## config.mk

```make
export PLATFORM = sky130hd
export DESIGN_NAME = or3_vec_sequencer
export DESIGN_NICKNAME = d
export VERILOG_FILES = /design/src/rtl/or3_vec_sequencer.sv
export SDC_FILE = /design/constraint.sdc
export NUM_CORES = 1
export LEC_CHECK = 0
export CAP_MARGIN = 20
export CORE_MARGIN = 2
export CORE_UTILIZATION = 46
export DETAILED_ROUTE_END_ITERATION = 10
export PLACE_DENSITY = 0.74
export SYNTH_ARGS = -nofsm -noshare
export SYNTH_HDL_FRONTEND = slang
export SYNTH_SLANG_ARGS = --single-unit
```

## constraint.sdc

```tcl
create_clock -name clk -period 1.8 [get_ports clk]
set_input_delay 0.54 -clock clk [delete_from_list [all_inputs] [get_ports clk]]
set_output_delay 0.54 -clock clk [all_outputs]
set_load 0.02 [all_outputs]
```

## src/rtl/or3_vec_sequencer.sv

```systemverilog
// or3_vec_sequencer: clocked stimulus/response stage for an N-input OR gate.
// Walks every input vector, holds each for HOLD_CYCLES edges, samples y_in on
// the last edge of the hold window and compares it against the expected OR.
// Reports pass/fail, the mismatch count and the first failing vector.
//
// Optional feature: define OR3SEQ_STOP_ON_FAIL_EN to end the run on the first
// mismatch instead of walking all 2**WIDTH vectors.
module or3_vec_sequencer #(
    parameter int unsigned WIDTH       = 3,
    parameter int unsigned HOLD_CYCLES = 5
) (
    input  logic             clk,
    input  logic             rst_n,
    input  logic             start,
    output logic [WIDTH-1:0] vec,
    output logic             vec_valid,
    input  logic             y_in,
    output logic             busy,
    output logic             done,
    output logic             pass,
    output logic [WIDTH:0]   err_cnt,
    output logic [WIDTH-1:0] first_fail_vec
);

    // Hold counter runs HOLD_CYCLES-1 down to 0; the edge seen at 0 is the check edge.
    localparam int unsigned CntW = (HOLD_CYCLES > 1) ? $clog2(HOLD_CYCLES) : 1;
    localparam logic [CntW-1:0]  HoldLast = CntW'(HOLD_CYCLES - 1);
    localparam logic [WIDTH-1:0] VecLast  = '1;

    typedef enum logic [1:0] {StIdle, StRun, StDone} state_e;

    state_e           state_q, state_d;
    logic [WIDTH-1:0] vec_q, vec_d;
    logic             vec_valid_q, vec_valid_d;
    logic             busy_q, busy_d;
    logic             done_q, done_d;
    logic             pass_q, pass_d;
    logic [WIDTH:0]   err_cnt_q, err_cnt_d;
    logic [WIDTH-1:0] ffv_q, ffv_d;
    logic [CntW-1:0]  hold_q, hold_d;

    logic check_edge;
    logic mismatch;
    logic finish;

    assign check_edge = (hold_q == '0);
    assign mismatch   = (y_in != (|vec_q));

`ifdef OR3SEQ_STOP_ON_FAIL_EN
    assign finish = (vec_q == VecLast) || mismatch;
`else
    assign finish = (vec_q == VecLast);
`endif

    // State and registered outputs; reset aborts any run asynchronously.
    always_ff @(posedge clk or negedge rst_n) begin
        if (!rst_n) begin
            state_q     <= StIdle;
            vec_q       <= '0;
            vec_valid_q <= 1'b0;
            busy_q      <= 1'b0;
            done_q      <= 1'b0;
            pass_q      <= 1'b0;
            err_cnt_q   <= '0;
            ffv_q       <= '0;
            hold_q      <= '0;
        end else begin
            state_q     <= state_d;
            vec_q       <= vec_d;
            vec_valid_q <= vec_valid_d;
            busy_q      <= busy_d;
            done_q      <= done_d;
            pass_q      <= pass_d;
            err_cnt_q   <= err_cnt_d;
            ffv_q       <= ffv_d;
            hold_q      <= hold_d;
        end
    end

    // Next-state: start handling, hold countdown, compare/advance, end of run.
    always_comb begin
        state_d     = state_q;
        vec_d       = vec_q;
        vec_valid_d = vec_valid_q;
        busy_d      = busy_q;
        done_d      = done_q;
        pass_d      = pass_q;
        err_cnt_d   = err_cnt_q;
        ffv_d       = ffv_q;
        hold_d      = hold_q;

        unique case (state_q)
            StIdle, StDone: begin
                if (start) begin
                    state_d     = StRun;
                    vec_d       = '0;
                    vec_valid_d = 1'b1;
                    busy_d      = 1'b1;
                    done_d      = 1'b0;
                    pass_d      = 1'b0;
                    err_cnt_d   = '0;
                    ffv_d       = '0;
                    hold_d      = HoldLast;
                end
            end
            StRun: begin
                if (!check_edge) begin
                    hold_d = hold_q - 1'b1;
                end else begin
                    hold_d = HoldLast;
                    vec_d  = vec_q + 1'b1;
                    if (mismatch) begin
                        err_cnt_d = err_cnt_q + 1'b1;
                        // First mismatch of the run is the one seen while the count is still 0.
                        if (err_cnt_q == '0) begin
                            ffv_d = vec_q;
                        end
                    end
                    if (finish) begin
                        state_d     = StDone;
                        vec_d       = '0;
                        vec_valid_d = 1'b0;
                        busy_d      = 1'b0;
                        done_d      = 1'b1;
                        pass_d      = (err_cnt_d == '0);
                    end
                end
            end
            default: begin
                state_d = StIdle;
            end
        endcase
    end

    assign vec            = vec_q;
    assign vec_valid      = vec_valid_q;
    assign busy           = busy_q;
    assign done           = done_q;
    assign pass           = pass_q;
    assign err_cnt        = err_cnt_q;
    assign first_fail_vec = ffv_q;

endmodule

```

==> summary.txt <==
Route
  – Via-to-Cell Ratio: around 5.5
  – First drt pass iteration count: 7
  – Post-Route WL: between 2000 and 3000 microns
  – 1st-iter DRT viols: 15
  – Routed len/inst: 13.9 microns
  – Via total after detailed routing: between 1k and 1.5k
  – Routed Antenna Nets: 0
  – Drc violations: 0

Global routing
  – GRT Overall Usage: a little over a fifth
  – GR peak layer: met2
  – Vias in the first global route: just over 1k
  – GR Overflow Total: 0
  – Grt met1 use: between 20% and 30%
  – Largest net degree at the start of global routing: 19
  – Initial antenna violation count: 0
  – GR met3 Demand/Resource: about 3.1%
  – First-pass GRT wire length: about 4300 microns
  – M2 GR Usage: a little over a third

CTS
  – Clk sinks: 18
  – H-tree levels: 1
  – Clock Tree Buf Depth: 2
  – CTS tree: yes
  – Clk_lat worst skew: 300 ps
  – Clock transition at the registers of the reported paths: 120 ps
  – CTS buffer count: 3
  – Hold buffer count at cts: 0
  – Root buffer cell: clkbuf_4

Worst hold path
  – Hold WC Path Type: reg -> reg

Final layout
  – Antenna cells: 0
  – Commonest non-fill, non-tap cell in the layout: buf_4
  – Most frequent cells in the layout: 24 x buf_4, 18 x nand2_1, 16 x dfrtp_1
  – Area of the multi-input gates: slightly above 600 sq um
  – Area Growth Syn to Fin: 39.0%
  – Seq. cell area: around 450 sq um
  – Fin cells: ~190
  – Layout cell share with drive strength beyond 1: around 27%
  – Fillers: between 150 and 200
  – Layout Nets: roughly 170

Worst setup path
  – Worst Path Arrival: roughly 2000 ps
  – Worst Setup EP: first_fail_vec[0]
  – Worst setup EP type: flop
  – Critical path origin: vec[0]
  – Crit Reg-Reg Endpoint: first_fail_vec[0]
  – Startpoint Class: flop
  – R2R setup slack: -20 ps
  – Reg2reg path depth: 7
  – Crit path kind: reg -> reg
  – Reg-to-Reg Start: vec[0]
  – Worst Path Required: between 2000 and 2500 ps
  – Crit-path max FO: 5

Die
  – Die Wd: around 52 microns
  – Placeable Area: roughly 0.0022 sq mm
  – Die area: 0.00274 sq mm
  – Io pins: 18
  – # rows: 17
  – Die Y: between 50 and 60 microns
  – Initial Util: 48.5%

Yosys
  – Synthesis-stage register bit count: 18
  – Adder-Cell Fraction of Synth Area: approximately 7.0%
  – Sequential cell area fraction in the yosys report: 42.0%
  – Synth top area share: approximately two fifths
  – Syn_area_per_cell: ~9.3 sq um
  – Xor and xnor area share after synthesis: between 3 and 4%
  – Syn_nets: between 100 and 150
  – Simple-gate share of the synthesized area: between 20% and 30%
  – Post-Syn Area: about 0.0011 sq mm
  – Synth area leader: dfrtp_1
  – Synth cell types: 32
  – Largest family of logic cells by synthesized area: simple AND/OR/NAND/NOR gates
  – Synth Instances: 116
  – Synth Area in Compound Gates: between 10 and 15%
  – Post-synthesis mux area share: ~4.1%
  – Synth warnings: 0
  – Synth top area cells: dfrtp_1 42%, ha_1 7.0%, nand2_1 6.3%

STA
  – Period utilization: 101%
  – Worst Max-Slew Pin Slew: 297 ps
  – Final Hold Viols: 0
  – Top achievable clock speed: approximately 0.55 GHz
  – Rel. slew slack: about four fifths
  – Final Slew Violations: 0
  – Slack of the critical path: -16.1 ps
  – Final Critical Period: 1820 ps
  – Final Setup Violations: 1
  – Setup Skew: 9.92 ps
  – RSZ-0062 raised after global routing: true

Placement
  – Buffers on Ports: 17
  – RD Place Congestion: between 0.7 and 0.8
  – Hpwl dp: 1840 microns
  – Post-Place Cells: between 150 and 200

Pwr
  – PnR Total Power: approximately 2.6 mW
  – Power density cells: 1710 mW/mm^2
  – Max VDD drop: just over 1 mV
  – LEAKAGE: slightly above 0.7 nW

Run
  – Max-Cap Viols: 0

Status
  – Status: finished with violations
  – Failing checks: negative setup slack
area by class of cell:
class / count / area share [%]
Clock buffer: 4 / 1.76
Inverter: 6 / 1.51
Multi-Input combinational cell: 88 / 40.8
Sequential cell: 18 / 30.3
Tap cell: 28 / 2.35
Timing Repair Buffer: 42 / 23.2
power breakdown:
part	internal [mW]	switching (mW)	leakage (nW)	total [mW]
Sequential	0.563	0.147	0.214	0.710
Combinational	0.792	0.834	0.484	1.63
Clock	0.0862	0.134	0.0150	0.220
cell families after synthesis:
kind of cell    Yosys count
xor+xnor                  3
mux                       4
compound gates           23
buf+inv                  10
simple gates             52
fa+ha+maj                 6
flops                    18
metal layers:
metal | up-vias | part of all wire, % | wire length, microns
met5 | - | 0 | 0
met4 | 0 | 2.2 | 58
met3 | 8 | 4.3 | 110
met2 | 35 | 48 | 1240
met1 | 484 | 45 | 1170
li1 | 494 | - | -
registers in the layout (all words and copies together) (netlist names):
signal / cells
vec: 3
state_q: 2
pass: 1
err_cnt: 4
first_fail_vec: 3
hold_q: 3
done: 1
busy: 1
what timing repair did:
| action | 4_1_cts | 5_1_grt |
|---|---|---|
| endpoints found under the hold margin | 0 | 0 |
| endpoints found under the setup margin | 16 | 5 |
| pin swaps | 0 | 2 |
| cloned | 0 | 0 |
| gates resized for setup | 14 | 7 |
| buffers inserted | 3 | 2 |
worst min-delay path by stage:
stage          depth (start not counted)  slack [ps]  start  endpoint
4_1_cts                                2         500   done      done
5_1_grt                                2         520   done      done
3_3_place_gp                           2         460   done      done
3_5_place_dp                           2         470   done      done
6_report                               2         480   done      done
2_1_floorplan                          0         240  rst_n      busy
per-stage QoR:
stage | hold slack [ps] | setup TNS [ps] | utilization [%] | area, sq um | setup slack, ps
final | 484 | -16.1 | 67.5 | 1490 | -16.1
after CTS | 496 | 0 | 65.7 | 1450 | 0.220
after global placement | 464 | -1760 | 64.3 | 1420 | -284
after global routing | 521 | -171 | 67.5 | 1490 | -77.1
after floorplan | 244 | -18.8 | - | 1090 | -18.8
after detailed placement | 470 | -1880 | 64.3 | 1420 | -309
critical path, cell delays in order, from the launching register on:
cell and delay [ps]:
dfrtp_2 440, inv_2 90, ha_4 140, nor2b_4 200, xor2_4 110, buf_6 130, or4_1 500, o211ai_1 120
synth_stat cells (all sizes together):
cell type	count
dfrtp	18
mux2	3
xnor2	2
a22o	1
a31oi	1
o22a	1
nor3	4
a41oi	1
or3	1
o21a	2
a221oi	1
nand3	4
xor2	1
buf	4
nor2	8
nand2b	6
o211ai	4
nand2	18
ha	6
nor4	1
nor2b	3
o21ai	7
nand4b	1
inv	6
or4	5
a21oi	5
nand3b	1
mux2i	1
Note: power is estimated with default switching activity, not from simulation.
